`src/rtl/fifo_rd_unpack.sv`:
```
// fifo_rd_unpack: read-domain consumer for the dual-clock FIFO.
// It pops FWFT words and splits each one into DSIZE/OSIZE narrower lanes.
// The lanes are presented on a valid/ready stream, one lane per cycle.
// Consecutive FIFO words are emitted without a bubble between them.
module fifo_rd_unpack #(
  parameter int DSIZE     = 32,
  parameter int OSIZE     = 16,
  parameter     LSB_FIRST = "TRUE",
  parameter int CSIZE     = 16
) (
  input  logic              rclk,
  input  logic              rrst,
  input  logic              flush,
  input  logic [DSIZE-1:0]  rdata,
  input  logic              rempty,
  output logic              rinc,
  output logic [OSIZE-1:0]  m_data,
  output logic              m_valid,
  input  logic              m_ready,
  output logic              m_last,
  output logic [CSIZE-1:0]  words_popped
);

  localparam int            NL        = DSIZE / OSIZE;
  localparam int            LW        = (NL > 1) ? $clog2(NL) : 1;
  localparam bit            LSBF      = (LSB_FIRST == "TRUE");
  localparam logic [LW-1:0] LAST_LANE = LW'(NL - 1);

  logic [DSIZE-1:0] word_buf;
  logic             buf_valid;
  logic [LW-1:0]    lane;
  logic [CSIZE-1:0] cnt;

  logic             lane_last;
  logic             fire;
  logic             done;
  logic [LW-1:0]    lane_sel;

  assign lane_last = (lane == LAST_LANE);
  assign fire      = buf_valid & m_ready;
  assign done      = fire & lane_last;

  // A new word is popped only when the buffer is free or is handing off its final lane this cycle.
  assign rinc = ~rrst & ~flush & ~rempty & (~buf_valid | done);

  assign m_valid      = buf_valid;
  assign m_last       = buf_valid & lane_last;
  assign words_popped = cnt;

  // The physical slice index walks upward for LSB-first order and downward for MSB-first order.
  assign lane_sel = LSBF ? lane : (LAST_LANE - lane);

  // Select the current lane out of the buffered word.
  always_comb begin
    m_data = '0;
    for (int i = 0; i < NL; i++) begin
      if (lane_sel == LW'(i)) begin
        m_data = word_buf[i*OSIZE +: OSIZE];
      end
    end
  end

  // Buffer, lane and pop-counter updates: reset, then flush, then pop/advance.
  always_ff @(posedge rclk) begin
    if (rrst) begin
      word_buf  <= '0;
      buf_valid <= 1'b0;
      lane      <= '0;
      cnt       <= '0;
    end else if (flush) begin
      buf_valid <= 1'b0;
      lane      <= '0;
    end else if (rinc) begin
      word_buf  <= rdata;
      buf_valid <= 1'b1;
      lane      <= '0;
      cnt       <= cnt + CSIZE'(1);
    end else if (done) begin
      buf_valid <= 1'b0;
      lane      <= '0;
    end else if (fire) begin
      lane      <= lane + LW'(1);
    end
  end

endmodule

```
`config.mk`:
```
export PLATFORM = sky130hd
export DESIGN_NAME = fifo_rd_unpack
export DESIGN_NICKNAME = d
export VERILOG_FILES = /design/src/rtl/fifo_rd_unpack.sv
export SDC_FILE = /design/constraint.sdc
export NUM_CORES = 1
export LEC_CHECK = 0
export CAP_MARGIN = 30
export CORE_ASPECT_RATIO = 1.1
export CORE_MARGIN = 3
export CORE_UTILIZATION = 42
export CTS_BUF_LIST = sky130_fd_sc_hd__clkbuf_4 sky130_fd_sc_hd__clkbuf_8
export CTS_CLUSTER_DIAMETER = 120
export CTS_CLUSTER_SIZE = 14
export DETAILED_ROUTE_END_ITERATION = 8
export PLACE_DENSITY = 0.78
export SLEW_MARGIN = 20
export SYNTH_ARGS = -nofsm -noshare
export SYNTH_HDL_FRONTEND = slang
export SYNTH_SLANG_ARGS = --single-unit
```
`constraint.sdc`:
```
create_clock -name rclk -period 2 [get_ports rclk]
set_input_delay 0.3 -clock rclk [delete_from_list [all_inputs] [get_ports rclk]]
set_output_delay 0.3 -clock rclk [all_outputs]
set_load 0.03 [all_outputs]
```
### Word level (Yosys, flattened, before mapping)

Cells that the tools add are included.

* bits in registers: 50
* bits of input ports: 37
* output and inout bits: 35

* add/sub/neg operators: 2
* mux-type cells: 3
* bitwise gates (word level): 11
* reductions and logical operators: 4

Operator list (number)
* $add 16x1->16 const B: 1
* $mux 16: 1
* $and 1x1->1: 6
* $not 1->1: 4
* $reduce_or 4->1: 1
* $mux 1: 2
* $reduce_and 2->1: 1
* $reduce_bool 2->1: 1
* $reduce_or 2->1: 1
* $add 1x1->1 const B: 1
* $or 1x1->1: 1

### Longest topological paths before layout

* depth in word-level cells: 5
* mapped depth: 7

### Least setup slack after synthesis

No wires, ideal clock.

* kind: register to register
* start point: register cnt[0], in the netlist words_popped[0]
* end point: register cnt[14], in the netlist words_popped[14]
* library setup time: 71 ps
* arrival time: 1856 ps
* required time: 1929 ps
* slack: 73 ps
* cell stages (with the launch flop): 7
* period minus slack after synthesis: 1927 ps
* cells stage by stage: dfxtp_1 > ha_1 > nand3_1 > or4_1 > buf_2 > or3_1 > a21oi_1

* cells in the longest elaborated chain, start to end: 1

Ends and longest elaborated chain
* start: declaration: RTL line 32 `logic [CSIZE-1:0] cnt;`
* start signal: assignment: RTL line 77 `cnt <= cnt + CSIZE'(1);`
* $add 16x1->16: RTL line 77

Every way passes these cells.
A chain may end at the register's enable or synchronous reset.

### Worst setup path after layout

* start point: input flush
* end point: register cnt[10], in the netlist words_popped[10]

* cells in the longest elaborated chain, start to end: 5

Ends and longest elaborated chain
* start: declaration: RTL line 13 `input logic flush,`
* $not 1->1 (no line) *
* $and 1x1->1 (3 in series): RTL line 44 `assign rinc = ~rrst & ~flush & ~rempty & (~buf_valid | done);`
* $reduce_and 2->1 (no line) *

Mark *: on every way between the ends. The rest lies on a longest branch, timed or not.

==> metrics.md <==
| Metric | Value |
|---|---|
| #FFs+latches synth | 50 |
| Layout cells sized above 1 | 0.141 |
| Leakage | 1.15 nW |
| Most frequent cells in the layout | nand2_1, clkdlybuf4s50_1, dfxtp_1 |
| Sequential-to-total area share from yosys stat | 0.478 |
| Hold_buf cts | 0 |
| Die width | between 70 and 80 microns |
| Setup total negative slack | 0 ps |
| Clk_lat worst skew | 290 ps |
| Remaining antenna violation count after routing | 0 |
| DR WL/cell | 12.9 microns |
| Pin count of the biggest net entering global routing | 51 |
| GRT Util Overall | 0.180 |
| CTS tree | yes |
| Cell Chain, Critical Path | clkdlybuf4s50_1, or3_4, or4_4, or3_1, a21oi_1 |
| CP startpoint kind | primary input |
| Slew Viols, Final | 0 |
| DR vias | 2,027 |
| Sequential cell area | approximately 0.0010 sq mm |
| Die Ht | around 80 microns |
| CP endpoint kind | register |
| WL final | around 5.0 mm |
| Post-Synthesis Cells | 253 |
| Number of global-route vias before repair | 1,937 |
| Detail Placement HPWL | 3.54 mm |
| Initial core utilization | 0.444 |
| Crit Path Max Fanout | 6 |
| IO Pins | 72 |
| Critical path's top delay family | simple AND/OR/NAND/NOR gates |
| Initial DRC count | 142 |
| Worst slew pin tran | 521 ps |
| Syn Nets | 291 |
| Clk_skew | 8.34 ps |
| Commonest non-fill, non-tap cell in the layout | nand2_1 |
| Period minus WS final | 1930 ps |
| IO buf count | 71 |
| Max Cap Viol | 0 |
| Hold Vio Cnt, Final | 0 |
| Mapped cell area | ~0.0021 sq mm |
| Htree depth | 2 |
| Nets | about 370 |
| Critical Path AT | 2160 ps |
| Clock root buffer | clkbuf_8 |
| Tcrit/Tclk final | 0.967 |
| Worst min path class | reg2reg |
| RSZ-0062 raised after global routing | no |
| Initial antenna violation count | 0 |
| Clock sinks | 50 |
| Max incr delay on CP | approximately 560 ps |
| Distinct cells, synth | 30 |
| CTS Buf Count | 5 |
| Peak VDD IR | 479 uV |
| Slew headroom | 0.653 |
| Area Overhead vs Synth | 46.6% |
| Final setup viols | 0 |
| Crit path max-delay cell type | or4_4 |
| Pwr dens | 649 mW/mm^2 |
| Bufs and invs on worst path | 1 |
| Inserted Diodes | 0 |
| First-pass GRT wire length | between 8 and 9 mm |
| Req. time, crit path | ~2200 ps |
| FMAX | 517 MHz |
| Core Region | 0.00472 sq mm |
| Crit path kind | in2reg |
| Filler cells | 429 |
| Synth Area per Inst | roughly 8.3 sq um |
| Yosys warnings | 0 |
| GRT Residual Overflow | 0 |
| Final setup margin | 65.8 ps |
| DRC viols | 0 |
| Routability cong. | 0.831 |
| Post-place setup slack | -329 ps |
| Die ar. | 0.00587 sq mm |
| Multi-input gate area | 0.00102 sq mm |
| Number of post-CTS setup repair buffers | 0 |
| DR pass1 iterations | 6 |
| CTS clock-pin slew for the worst setup and hold paths | 90 ps |
| Vias/cell | just over 5 |
| Status | finished clean |
| Rows | 26 |
| Clk buf depth | 2 |
==> timing repair <==
item,4_1_cts,5_1_grt
resized for setup,17,0
endpoints found under the hold margin,0,0
endpoints found under the setup margin,17,0
==> power by group <==
group | internal (W) | switching [W]
combinational | 0.000121 | 0.000106
sequential | 0.00102 | 0.0000110
clock | 0.000411 | 0.000327
==> path summary, 6_finish.rpt <==
path | startpoint | to | slack (ps) | cells past startpoint
worst max-delay path | flush | words_popped[10] | 70 | 5
worst min-delay path | word_buf[6] | word_buf[6] | 460 | 2
worst max register to register | lane | words_popped[10] | 190 | 5
worst min register to register | word_buf[6] | word_buf[6] | 460 | 2
==> sequential cells by signal, indices dropped and copies added, names as in the netlist <==
| signal | cells |
|---|---|
| word_buf | 32 |
| words_popped | 16 |
| lane | 1 |
| m_valid | 1 |
==> worst register-to-register path: cells and delay by family, from the launching register on <==
| kind | cells | cell delay (ps) |
|---|---|---|
| buffers and inverters | 1 | 170 |
| AOI/OAI and AO/OA | 2 | 310 |
| and+or+nand+nor | 2 | 910 |
| DFF | 1 | 360 |
==> per-stage QoR <==
step           utilization  hold WS (ps)  area, sq um  instances  power (W)
2_1_floorplan            -           376         2090        253    0.00115
3_5_place_dp         0.629           444         2970        382    0.00129
4_1_cts              0.651           458         3070        390    0.00202
5_1_grt              0.651           473         3070        390    0.00208
6_report             0.651           458         3070        390    0.00199
3_3_place_gp         0.629           440         2970        382    0.00128
==> cells in the mapped netlist <==
cell type  number  share of area
nor4_1          2         0.0060
buf_1           1         0.0018
or3_4           1         0.0054
nor3_1          3         0.0072
o21ai_0         8          0.019
a21boi_0        1         0.0036
dfxtp_1        50           0.48
and2_1          1         0.0030
nor2_1          8          0.014
mux2_2         16          0.086
or4_1           1         0.0036
inv_1           2         0.0036
clkinv_1        1         0.0018
nand4b_1        1         0.0042
a21oi_1        40          0.096
nand4_1         4          0.012
nor3b_1         1         0.0036
nand3_1         6          0.014
a21bo_2         1         0.0048
ha_1            1         0.0060
buf_6           1         0.0054
buf_2           1         0.0024
clkbuf_1       12          0.022
and4_1          2         0.0084
or3_1           7          0.021
xor2_1          2         0.0084
xnor2_1         6          0.025
o211ai_1        1         0.0036
nand2_1        71           0.13
a211oi_1        1         0.0036
==> area by class of cell <==
class	count	share of cell area
multi-input combinational	185	0.333
sequential	50	0.326
timing repair buffer	88	0.275
clock buffer	6	0.0269
tap	56	0.0228
clock inverter	2	0.0126
inverter	3	0.00367
==> cells by family (layout without fill, tap and decap cells) <==
kind of cell    after synthesis  count (layout)  synth area share
simple gates                108             108             0.230
mux                          16              16            0.0860
xor+xnor                      8               8            0.0335
buf+inv                      18              99            0.0364
fa+ha+maj                     1               1           0.00597
flops                        50              50             0.478
compound gates               52              52             0.130
==> per-layer routing <==
layer | vias up | part of all wire | wire length (microns) | track usage
li1 | 1017 | - | - | -
met1 | 937 | 0.42 | 2130 | 0.211
met2 | 69 | 0.51 | 2570 | 0.325
met3 | 4 | 0.057 | 284 | 0.0363
met4 | 0 | 0.0099 | 50 | 0.0580
met5 | - | 0 | 0 | 0
Power figures use the tool's default switching activity.
